[config.mk]
export PLATFORM = sky130hd
export DESIGN_NAME = fib_seq_gen
export DESIGN_NICKNAME = d
export VERILOG_FILES = /design/src/rtl/fib_seq_pkg.sv /design/src/rtl/fib_flag_cmp.sv /design/src/rtl/fib_seq_gen.sv
export SDC_FILE = /design/constraint.sdc
export NUM_CORES = 1
export LEC_CHECK = 0
export ABC_CLOCK_PERIOD_IN_PS = 2190
export CORE_MARGIN = 8
export CORE_UTILIZATION = 50
export DETAILED_ROUTE_END_ITERATION = 12
export GPL_TIMING_DRIVEN = 0
export PLACE_DENSITY = 0.79
export SLEW_MARGIN = 20
export SYNTH_ARGS = -nofsm -noshare
export SYNTH_HDL_FRONTEND = slang
export SYNTH_SLANG_ARGS = --single-unit
[constraint.sdc]
create_clock -name clk -period 2.19 [get_ports clk]
set_clock_uncertainty 0.1 [all_clocks]
set_input_delay 0.438 -clock clk [delete_from_list [all_inputs] [get_ports clk]]
set_output_delay 0.438 -clock clk [all_outputs]
set_load 0.02 [all_outputs]
[src/rtl/fib_seq_pkg.sv]
// Shared types and default configuration for the Fibonacci sequence generator.
package fib_seq_pkg;

  typedef enum logic [1:0] {
    IDLE = 2'd0,
    RUN  = 2'd1,
    DONE = 2'd2
  } fib_state_e;

  localparam int unsigned DefWidth  = 8;
  localparam int unsigned DefSeedX  = 1;
  localparam int unsigned DefSeedY  = 1;
  localparam int unsigned DefStop   = 100;
  localparam int unsigned DefTarget = 200;
  localparam int unsigned DefCntW   = 8;

endpackage

[src/rtl/fib_flag_cmp.sv]
// Zero-latency unsigned compare of the current x/y pair against a fixed target.
module fib_flag_cmp
  import fib_seq_pkg::*;
#(
  parameter int unsigned WIDTH  = DefWidth,
  parameter int unsigned TARGET = DefTarget
) (
  input  logic [WIDTH-1:0] i_x,
  input  logic [WIDTH-1:0] i_y,
  output logic             o_hit,
  output logic             o_above,
  output logic             o_hit_any
);

  localparam logic [WIDTH-1:0] TargetW = WIDTH'(TARGET);

  logic w_x_eq;
  logic w_y_eq;

  assign w_x_eq    = (i_x == TargetW);
  assign w_y_eq    = (i_y == TargetW);
  assign o_hit     = w_x_eq;
  assign o_above   = (i_x > TargetW);
  assign o_hit_any = w_x_eq | w_y_eq;

endmodule

[src/rtl/fib_seq_gen.sv]
// Fibonacci run generator: IDLE -> RUN (x<=x+y, y<=x) until x>=STOP -> DONE.
// Define FIB_SEQ_GEN_OVF_EN to end a run on adder carry-out instead of wrapping.
module fib_seq_gen
  import fib_seq_pkg::*;
#(
  parameter int unsigned WIDTH  = DefWidth,
  parameter int unsigned SEED_X = DefSeedX,
  parameter int unsigned SEED_Y = DefSeedY,
  parameter int unsigned STOP   = DefStop,
  parameter int unsigned TARGET = DefTarget,
  parameter int unsigned CNT_W  = DefCntW
) (
  input  logic             clk,
  input  logic             reset,
  input  logic             start,
  input  logic             hold,
  output logic [WIDTH-1:0] x_o,
  output logic [WIDTH-1:0] y_o,
  output logic             busy,
  output logic             done,
  output logic [CNT_W-1:0] step_cnt,
  output logic             ovf,
  output logic             hit,
  output logic             above,
  output logic             hit_any
);

  localparam logic [WIDTH-1:0] SeedXW = WIDTH'(SEED_X);
  localparam logic [WIDTH-1:0] SeedYW = WIDTH'(SEED_Y);
  localparam logic [WIDTH-1:0] StopW  = WIDTH'(STOP);

  fib_state_e       r_state;
  logic [WIDTH-1:0] r_x;
  logic [WIDTH-1:0] r_y;
  logic [CNT_W-1:0] r_cnt;
  logic             r_ovf;
  logic             r_busy;
  logic             r_done;

  logic [WIDTH-1:0] w_sum;
  logic             w_carry;
  logic [CNT_W-1:0] w_cnt_inc;

`ifdef FIB_SEQ_GEN_OVF_EN
  logic [WIDTH:0] w_sum_full;
  assign w_sum_full = {1'b0, r_x} + {1'b0, r_y};
  assign w_sum      = w_sum_full[WIDTH-1:0];
  assign w_carry    = w_sum_full[WIDTH];
`else
  assign w_sum   = r_x + r_y;
  assign w_carry = 1'b0;
`endif

  // Counter sticks at all-ones rather than wrapping.
  assign w_cnt_inc = (&r_cnt) ? r_cnt : r_cnt + CNT_W'(1);

  always_ff @(posedge clk) begin
    if (!reset) begin
      r_state <= IDLE;
      r_x     <= SeedXW;
      r_y     <= SeedYW;
      r_cnt   <= '0;
      r_ovf   <= 1'b0;
      r_busy  <= 1'b0;
      r_done  <= 1'b0;
    end else begin
      unique case (r_state)
        IDLE, DONE: begin
          if (start) begin
            r_state <= RUN;
            r_x     <= SeedXW;
            r_y     <= SeedYW;
            r_cnt   <= '0;
            r_ovf   <= 1'b0;
            r_busy  <= 1'b1;
            r_done  <= 1'b0;
          end
        end
        RUN: begin
          if (!hold) begin
            if (r_x >= StopW) begin
              r_y     <= r_x;
              r_state <= DONE;
              r_busy  <= 1'b0;
              r_done  <= 1'b1;
            end else if (w_carry) begin
              // Keep the last valid pair visible; only the count advances.
              r_ovf   <= 1'b1;
              r_cnt   <= w_cnt_inc;
              r_state <= DONE;
              r_busy  <= 1'b0;
              r_done  <= 1'b1;
            end else begin
              r_x   <= w_sum;
              r_y   <= r_x;
              r_cnt <= w_cnt_inc;
            end
          end
        end
        default: begin
          r_state <= IDLE;
          r_busy  <= 1'b0;
          r_done  <= 1'b0;
        end
      endcase
    end
  end

  assign x_o      = r_x;
  assign y_o      = r_y;
  assign busy     = r_busy;
  assign done     = r_done;
  assign step_cnt = r_cnt;
  assign ovf      = r_ovf;

  fib_flag_cmp #(
    .WIDTH  (WIDTH),
    .TARGET (TARGET)
  ) u_flag_cmp (
    .i_x       (r_x),
    .i_y       (r_y),
    .o_hit     (hit),
    .o_above   (above),
    .o_hit_any (hit_any)
  );

endmodule

Word-level counts from Yosys, hierarchy flattened

Cells that the tools add are included.

Bits in registers: 28
Input port bits: 4
Output and inout bits: 30
Word-level logic and storage cells: 51

Equal/unequal tests: 9
Muxes and demuxes: 23
Reduce and logical (&&, ||, !) cells: 8
Add/subtract/negate cells: 2
Bitwise operators: 1
Magnitude comparators: 2

Operators with widths:

| cell                                                               | number |
|---|---|
| two-way mux 8 bit                                                  | 8 |
| one-hot mux 8 bit (2 select lines)                                 | 3 |
| == test 8 bit (second input constant)                              | 2 |
| != test 2 bit (second input constant)                              | 5 |
| adder 8 x 1 -> 8 bit (second input constant)                       | 1 |
| adder 8 bit                                                        | 1 |
| greater-or-equal comparator 8 x 7 -> 1 bit (second input constant) | 1 |
| > comparator 8 bit (second input constant)                         | 1 |
| AND reduction 8 bit                                                | 1 |
| two-way mux 1 bit                                                  | 6 |
| two-way mux 2 bit                                                  | 3 |
| AND reduction 3 bit                                                | 2 |
| AND reduction 5 bit                                                | 1 |
| one-hot mux 1 bit (2 select lines)                                 | 2 |
| one-hot mux 2 bit (2 select lines)                                 | 1 |
| AND reduction 4 bit                                                | 1 |
| == test 2 x 1 -> 1 bit (second input constant)                     | 1 |
| == test 2 bit (second input constant)                              | 1 |
| zero test 2 bit                                                    | 1 |
| nonzero test 2 bit                                                 | 1 |
| OR reduction 2 bit                                                 | 1 |
| bitwise OR 1 bit                                                   | 1 |

Depth between registers and ports, before layout

Gate-level depths: netlist (run 1).

Depth after elaboration: 5
Depth in mapped cells: 7
Gate-level depth less buffers: 7

Modules after synthesis

Synthesis (run 1) repeated with hierarchy kept, for this count alone.

Cells, all modules: 180
Area, all modules: 1,585.3 µm²

By module, submodules not included:

| module       | area each (µm²) | cells an instance | sequential area each (µm²) | times used |
|---|---|---|---|---|
| fib_seq_gen  | 1,516.5         | 171               | 540.5                      | 1 |
| fib_flag_cmp | 68.8            | 9                 | 0.0                        | 1 |

Worst setup path before layout (run 1)

OpenSTA, ideal clock, no wires.

Path kind: register -> register
Start point: reg r_x[0], in the netlist x_o[0]
End point: reg r_x[6], in the netlist x_o[6]
Arrival: 1,753 ps
Stages on the path, launching flop included: 8
Data required time: 1,970 ps
Setup time: 120 ps
Path slack: 217 ps
Clock period less this slack: 1,973 ps
Buffers on the path: 0
Cell sequence: dfxtp_1 > ha_1 > fa_1 > a211oi_1 > o21bai_1 > a21oi_1 > or4b_1 > nand3_1

Cells in the longest elaborated chain, start to end: 4
Elaborated cells between the ends (all ways): 7
Classes of those cells: add/sub (1); order compare (1); eq/ne (1); mux (3); reduce/logical (1)

Ends and longest elaborated chain:

| what                               | RTL line          | RTL |
|---|---|---|
| start, declared                    | fib_seq_gen.sv:33 | `logic [WIDTH-1:0] r_x;` |
| start signal, assigned             | fib_seq_gen.sv:60 | `r_x <= SeedXW;` |
| start signal, assigned             | fib_seq_gen.sv:71 | `r_x <= SeedXW;` |
| start signal, assigned             | fib_seq_gen.sv:94 | `r_x <= w_sum;` |
| adder 8 bit                        | fib_seq_gen.sv:50 | `assign w_sum = r_x + r_y;` |
| two-way mux 8 bit                  | fib_seq_gen.sv:81 | `if (r_x >= StopW) begin` |
| two-way mux 8 bit                  | fib_seq_gen.sv:80 | `if (!hold) begin` |
| one-hot mux 8 bit (2 select lines) | fib_seq_gen.sv:67 | `unique case (r_state)` |

Several ways; a longest one is shown, not always the timed one. The select of a mux whose other input is x is not followed.
A chain may end at the register's enable or synchronous reset.

Final worst setup path (run 1)

Same ends and word-level chain as after synthesis.

==> results of run 1 <==
[synth_stat cells (2+ instances only)]
master and n:
and4_1 2, o22ai_1 3, nor3_1 7, o21bai_1 2
nor4b_1 3, nand3_1 19, a21boi_0 12, nand2b_1 3
a211oi_1 5, nand4_1 6, inv_1 3, dfxtp_1 27
and3_1 3, nor2_1 6, clkbuf_1 6, and2_1 5
nor2b_1 2, or4b_1 2, a21oi_1 4, nand2_2 2
ha_1 8, nand3b_1 2, nand2_1 16, o211ai_1 2
a21o_1 4, mux2i_1 3, o21ai_0 7
[critical path, cell delays in order (launching register included)]
cell      delay [ns]
dfxtp_1         0.38
ha_1            0.26
fa_1            0.44
a211oi_1        0.33
o21bai_1        0.13
a21oi_1         0.19
or4b_1          0.14
nand3_1         0.05
[layer usage]
layer | vias up | GRT usage [%]
met3 | 10 | 3.71
met5 | - | 0
li1 | 782 | -
met4 | 0 | 5.56
met2 | 44 | 28.9
met1 | 764 | 20.3
[cell families after synthesis]
family | after synthesis | share of synthesized area (%)
buffers and inverters | 13 | 3.79
muxes | 3 | 1.86
adders and majority gates | 9 | 7.44
other | 1 | 0.232
xor gates and xnor gates | 1 | 0.542
and+or+nand+nor | 88 | 30.9
AOI/OAI and AO/OA | 48 | 21.8
DFF | 27 | 33.5
[cell type report]
cell class,count,area (um^2)
plain buffers,9,47.5
inverters,3,11.3
well taps,44,55.1
repair buffers,31,305
fillers,269,1020
flip-flops and latches,27,548
clock buffers,4,26.3
multi-input cells,150,1030
[power breakdown]
part | switching (mW) | total, mW | internal [mW]
sequential | 0.0105 | 0.509 | 0.499
combinational | 0.0798 | 0.127 | 0.0477
clock | 0.147 | 0.218 | 0.0714
[final timing paths]
| check | end | from | cells past startpoint |
|---|---|---|---|
| worst max-delay path | x_o[6] | x_o[0] | 7 |
| worst max register to register | x_o[6] | x_o[0] | 7 |
| worst min-delay path | step_cnt[3] | step_cnt[3] | 2 |
| worst min register to register | step_cnt[3] | step_cnt[3] | 2 |
[registers in the layout, indices dropped and copies added, names as in the netlist]
signal and cells:
busy 1, r_state 2, step_cnt 8, x_o 8, y_o 8
[stage by stage]
step	setup WS [ns]	utilization (%)
global route	0.00876	66.4
CTS	0.0226	66.1
finish	0.0720	66.4
detailed placement	-0.324	64.9
global placement	-0.321	64.9
floorplan	0.217	-
[repair_timing]
action / CTS / global route
gates cloned: 0 / 0
resized for setup: 7 / 11
setup endpoints to repair: 3 / 12
==> flow_summary.html, run 1 <==
<table>
<tr><th>Metric</th><th>Value</th></tr>
<tr><th colspan="2">Place</th></tr>
<tr><td>Port Buffer Count</td><td>31</td></tr>
<tr><td>GP Congestion</td><td>0.885</td></tr>
<tr><td>HPWL reported at the end of detailed placement</td><td>3270 um</td></tr>
<tr><td>Number of placed instances with taps included</td><td>265</td></tr>
<tr><td>Cell Area, Placed</td><td>1980 um^2</td></tr>
<tr><th colspan="2">Detailed routing</th></tr>
<tr><td>Drt wl/cell</td><td>16.2 um</td></tr>
<tr><td>Overall via count from detail_route</td><td>1600</td></tr>
<tr><td>Number of nets still failing antenna checks after routing</td><td>0</td></tr>
<tr><td>Final routed DRC violation total</td><td>0</td></tr>
<tr><td>Detailed-routing iteration count for the pre-antenna-repair pass</td><td>4</td></tr>
<tr><td>Topmost layer with routed signal wires</td><td>met4</td></tr>
<tr><td>Met3 Routed Length</td><td>205 um</td></tr>
<tr><td>Wirelength, routed</td><td>4330 um</td></tr>
<tr><td>Amount of wire on met2 after detailed routing</td><td>2150 um</td></tr>
<tr><td>Number of violations reported at the end of detailed-routing iteration 0</td><td>126</td></tr>
<tr><td>Average via count per standard cell</td><td>5.97</td></tr>
<tr><td>Routed met1 length</td><td>1900 um</td></tr>
<tr><th colspan="2">Global route</th></tr>
<tr><td>Vias in the first global route</td><td>1555</td></tr>
<tr><td>Initial antenna violation count</td><td>0</td></tr>
<tr><td>GRT Residual Overflow</td><td>0</td></tr>
<tr><td>Wire length of the first global-routing pass</td><td>7310 um</td></tr>
<tr><td>Maximum number of pins on one net before global-route repair</td><td>15</td></tr>
<tr><td>Global-route total usage across every layer</td><td>16.9%</td></tr>
<tr><th colspan="2">Clock tree</th></tr>
<tr><td>Level count of the clock H-tree</td><td>1</td></tr>
<tr><td>Number of buffers inserted for hold repair after clock tree synthesis</td><td>0</td></tr>
<tr><td>TritonCTS Buffers</td><td>3</td></tr>
<tr><td>Root Buffer</td><td>clkbuf_4</td></tr>
<tr><td>Number of setup buffers added after CTS</td><td>0</td></tr>
<tr><td>Total clock sinks</td><td>27</td></tr>
<tr><td>Maximum number of buffers from clock root to sink</td><td>2</td></tr>
<tr><td>TritonCTS clock tree</td><td>yes</td></tr>
<tr><td>Clock latency at the later pin of the worst-skew pair</td><td>0.33 ns</td></tr>
<tr><td>Clock transition at the registers of the reported paths</td><td>0.15 ns</td></tr>
<tr><th colspan="2">Cells and area</th></tr>
<tr><td>Count of inserted antenna diode cells</td><td>0</td></tr>
<tr><td>Post-route cell area</td><td>2030 um^2</td></tr>
<tr><td>Share of cells above drive strength 1</td><td>11.6%</td></tr>
<tr><td>Non-filler instance count after layout</td><td>268</td></tr>
<tr><td>Area growth from synthesis to final layout</td><td>25.6%</td></tr>
<tr><td>Top library cells by usage in the layout, fill and taps aside</td><td>27 x clkdlybuf4s50_1, 21 x dfxtp_1, 18 x nand3_1</td></tr>
<tr><td>Total number of nets in the final design</td><td>238</td></tr>
<tr><td>Most common cell after layout, fill and taps aside</td><td>clkdlybuf4s50_1</td></tr>
<tr><th colspan="2">Power and ir drop</th></tr>
<tr><td>Leak</td><td>0.773 nW</td></tr>
<tr><td>Sum of internal, switching and leakage power</td><td>0.855 mW</td></tr>
<tr><td>Max VDD drop</td><td>461 uV</td></tr>
<tr><td>Power density of the placed cells</td><td>422 nW/um^2</td></tr>
<tr><th colspan="2">Logic synthesis</th></tr>
<tr><td>Post-synthesis register bit count</td><td>27</td></tr>
<tr><td>Proportion of synthesized chip area in sequential cells</td><td>33.5%</td></tr>
<tr><td>Cell count after synthesis</td><td>190</td></tr>
<tr><td>Yosys cell types</td><td>53</td></tr>
<tr><td>Synthesized net count</td><td>203</td></tr>
<tr><td>Top cells by area in the synthesized netlist</td><td>dfxtp_1 33%, ha_1 6.2%, nand3_1 5.9%</td></tr>
<tr><td>Leading register cell type out of synthesis</td><td>dfxtp_1</td></tr>
<tr><td>Post-synthesis instance area</td><td>1620 um^2</td></tr>
<tr><td>Number of enable flip-flop cells after synthesis</td><td>0</td></tr>
<tr><td>Cell type contributing the most total cell area after synthesis</td><td>dfxtp_1</td></tr>
<tr><td>Async SR Flop Fraction</td><td>0%</td></tr>
<tr><td>Synthesized area per cell</td><td>8.50 um^2</td></tr>
<tr><td>Synth Warn #</td><td>0</td></tr>
<tr><td>Share of the synthesized area in the top cell type</td><td>33.5%</td></tr>
<tr><th colspan="2">Critical path</th></tr>
<tr><td>Crit path capture type</td><td>flop</td></tr>
<tr><td>Data required time of the critical path</td><td>2.33 ns</td></tr>
<tr><td>Flop2flop setup slack</td><td>0.07 ns</td></tr>
<tr><td>Start-to-end type of the worst setup path</td><td>flop to flop</td></tr>
<tr><td>Highest net fanout along the worst path</td><td>5</td></tr>
<tr><td>Critical Path Source Type</td><td>flop</td></tr>
<tr><td>Data arrival time of the critical path</td><td>2.26 ns</td></tr>
<tr><th colspan="2">STA</th></tr>
<tr><td>Hold violation count in the final report</td><td>0</td></tr>
<tr><td>Final hold slack</td><td>0.411 ns</td></tr>
<tr><td>Total negative setup slack</td><td>0 ns</td></tr>
<tr><td>Min Clock Period, post-route</td><td>2.12 ns</td></tr>
<tr><td>RSZ-0062 raised after global routing</td><td>no</td></tr>
<tr><td>Final number of max-transition violations</td><td>0</td></tr>
<tr><td>Number of setup violations in the final report</td><td>0</td></tr>
<tr><td>Timing-limited maximum frequency</td><td>472 MHz</td></tr>
<tr><td>Share of the clock period used by the worst path after layout</td><td>96.7%</td></tr>
<tr><th colspan="2">Floorplanning</th></tr>
<tr><td>Horizontal extent of the die</td><td>72.8 um</td></tr>
<tr><td>Floorplan die area</td><td>5310 um^2</td></tr>
<tr><td>Initial core utilization</td><td>52.9%</td></tr>
<tr><td>Top Ports</td><td>34</td></tr>
<tr><td>Row Count</td><td>20</td></tr>
<tr><td>Floorplan core area</td><td>3050 um^2</td></tr>
<tr><td>Die height</td><td>72.8 um</td></tr>
<tr><th colspan="2">Run</th></tr>
<tr><td>Count of max-cap constraint violations</td><td>0</td></tr>
<tr><th colspan="2">Min path</th></tr>
<tr><td>Class of the most critical hold timing path</td><td>flop to flop</td></tr>
<tr><th colspan="2">Outcome</th></tr>
<tr><td>Result of the run</td><td>finished, final reports clean</td></tr>
</table>
Power figures use the tool's default switching activity.
==> inputs of run 2 (changes only) <==
--- a/config.mk
+++ b/config.mk
@@ -11,7 +11,7 @@
 export DETAILED_ROUTE_END_ITERATION = 12
 export GPL_TIMING_DRIVEN = 0
 export PLACE_DENSITY = 0.79
-export SLEW_MARGIN = 20
+export SLEW_MARGIN = 40
 export SYNTH_ARGS = -nofsm -noshare
 export SYNTH_HDL_FRONTEND = slang
 export SYNTH_SLANG_ARGS = --single-unit
==> results of run 2 <==
The final DEF is identical to that of run 1; final timing and power are the same.
==> variant, RTL diff (flow settings as in run 2) <==
Change the package constant `DefWidth` from 8 to 10.
--- a/src/rtl/fib_seq_pkg.sv
+++ b/src/rtl/fib_seq_pkg.sv
@@ -9,3 +9,3 @@
 
-  localparam int unsigned DefWidth  = 8;
+  localparam int unsigned DefWidth  = 10;
   localparam int unsigned DefSeedX  = 1;
Ports: changed (resized x_o and y_o); port bits go from 34 to 38. The function was not compared with the original's and may differ.
==> variant against run 2 <==
Synthesized area is 9.8% higher; power increased by 19%; hold slack worse by 1.4 ps; cell area rose by 12%; wire length up 16%; setup slack worse by 68 ps; sequential share of layout area increased by 0.80 points; sequential cell count increased by 4; die area up 7.6%; non-clock buffer count is 6 higher; highest routed layer unchanged.
==> variant: results (changes against run 2) <==
status=completed; IO buf count=36 (+16%); clock sink total=31 (+15%); Comb pwr share=12.9% (-2.0 points); P_int=730 µW (+18%); Worst Hold End=step_cnt[1]$_SDFFE_PN0P_; peak supply drop=0.000385 V (-16%); routability-driven placement congestion ratio=0.862 (-2.7%); commonest cells in the netlist=dfxtp_1 (31), nand2_1 (23), nand3_1 (21); Multi-input gate area=1120 µm² (+8.3%); clock-cell share of area=1.83% (+0.53 points); M1 WL=2310 µm (+22%); area grow syn2layout=27.5%; switching power=292 µW (+23%); largest net degree at the start of global routing=11 (-4); Non-CTS buffers=46 (+15%); r2r setup slk=100 ps (+30 ps); post-synthesis sequential area ratio=35.0% (+1.5 points); Worst R2R End=x_o[8]$_SDFFE_PN0P_; vias in the first global route=1,746 (+12%); post-DP HPWL=3660 µm (+12%); critical path arrival=1650 ps (-610 ps); #MultiIn Comb=175 (+17%); clkbuf count=6 (+2); Seq pwr share=56.8% (-2.8 points); CTS clock-pin slew for the worst setup and hold paths=90 ps (-60 ps); top post-synthesis cells by area=dfxtp_1 (35%), ha_1 (7.1%), nand3_1 (5.9%), a21oi_1 (5.6%), nand2_1 (4.9%); NonClk Buf Share=17.4% (+0.026 points); LEAKAGE=0.000834 µW (+7.8%); number of library cell types mapped by synthesis=51 (-3.8%); Met3 Routed Length=273 µm (+33%); Non-Clock Inverter Count=5 (+2); H-tree depth=2 (+1); share of post-route cells with drive strength above 1=10.3% (-1.3 points); fillcell total=308 (+14%); final WL=5040 µm (+16%); Worst Reg-to-Reg Cells=8 (+1); Post-Place Cell Area=2190 µm² (+11%)
-- variant: changes by cell type in the layout (fill, tap and decap cells not counted), moves of 4 or more --
cell,change
nor2_1,+9
dfxtp_1,+5
nand2_1,+7
o21a_1,+4
a21boi_0,-12
o21ai_1,+9
a21oi_1,+16
and2_1,-5
clkdlybuf4s50_1,+6
nand4_1,-4
-- variant: metrics by stage --
| stage | instances | hold WS, ps |
|---|---|---|
| 2_1_floorplan | 221 | 369 |
| 3_3_place_gp | 303 | 398 |
| 3_5_place_dp | 303 | 397 |
| 4_1_cts | 309 | 410 |
| 5_1_grt | 309 | 442 |
| 6_report | 309 | 410 |
-- variant: cell families after synthesis --
logic type               count (synthesis)  share of synthesized area (%)
adder cells (fa/ha/maj)                 11                           8.18
buffers and inverters                   15                           3.67
AO/OA/AOI/OAI                           62                           22.4
XOR/XNOR                                 4                           1.97
other                                    1                          0.211
flip-flops                              31                           35.0
AND/OR/NAND/NOR                         97                           28.6
-- variant: how the worst max path moves through the flow --
stage	startpoint	end	slack, ps	cells after the start
floorplan	x_o[0]$_SDFFE_PN1P_	x_o[8]$_SDFFE_PN0P_	50	8
global placement	x_o[2]$_SDFFE_PN0P_	hit_any	-210	5
detailed placement	x_o[2]$_SDFFE_PN0P_	hit_any	-200	5
CTS	x_o[1]$_SDFFE_PN0P_	hit_any	-30	5
global route	x_o[1]$_SDFFE_PN0P_	hit_any	-80	5
finish	x_o[1]$_SDFFE_PN0P_	hit_any	4	5
-- variant: repair_timing --
item	in CTS	in global routing
pin swaps	2	1
gates resized for setup	17	10
setup endpoints to repair	4	5
cloned	0	0
buffers inserted	0	0
-- variant: critical path: stages, from the launching register on --
cell,delay (ps)
dfxtp_2,360
or3_4,400
nor4_2,130
and3_1,190
nand2b_1,100
buf_4,140
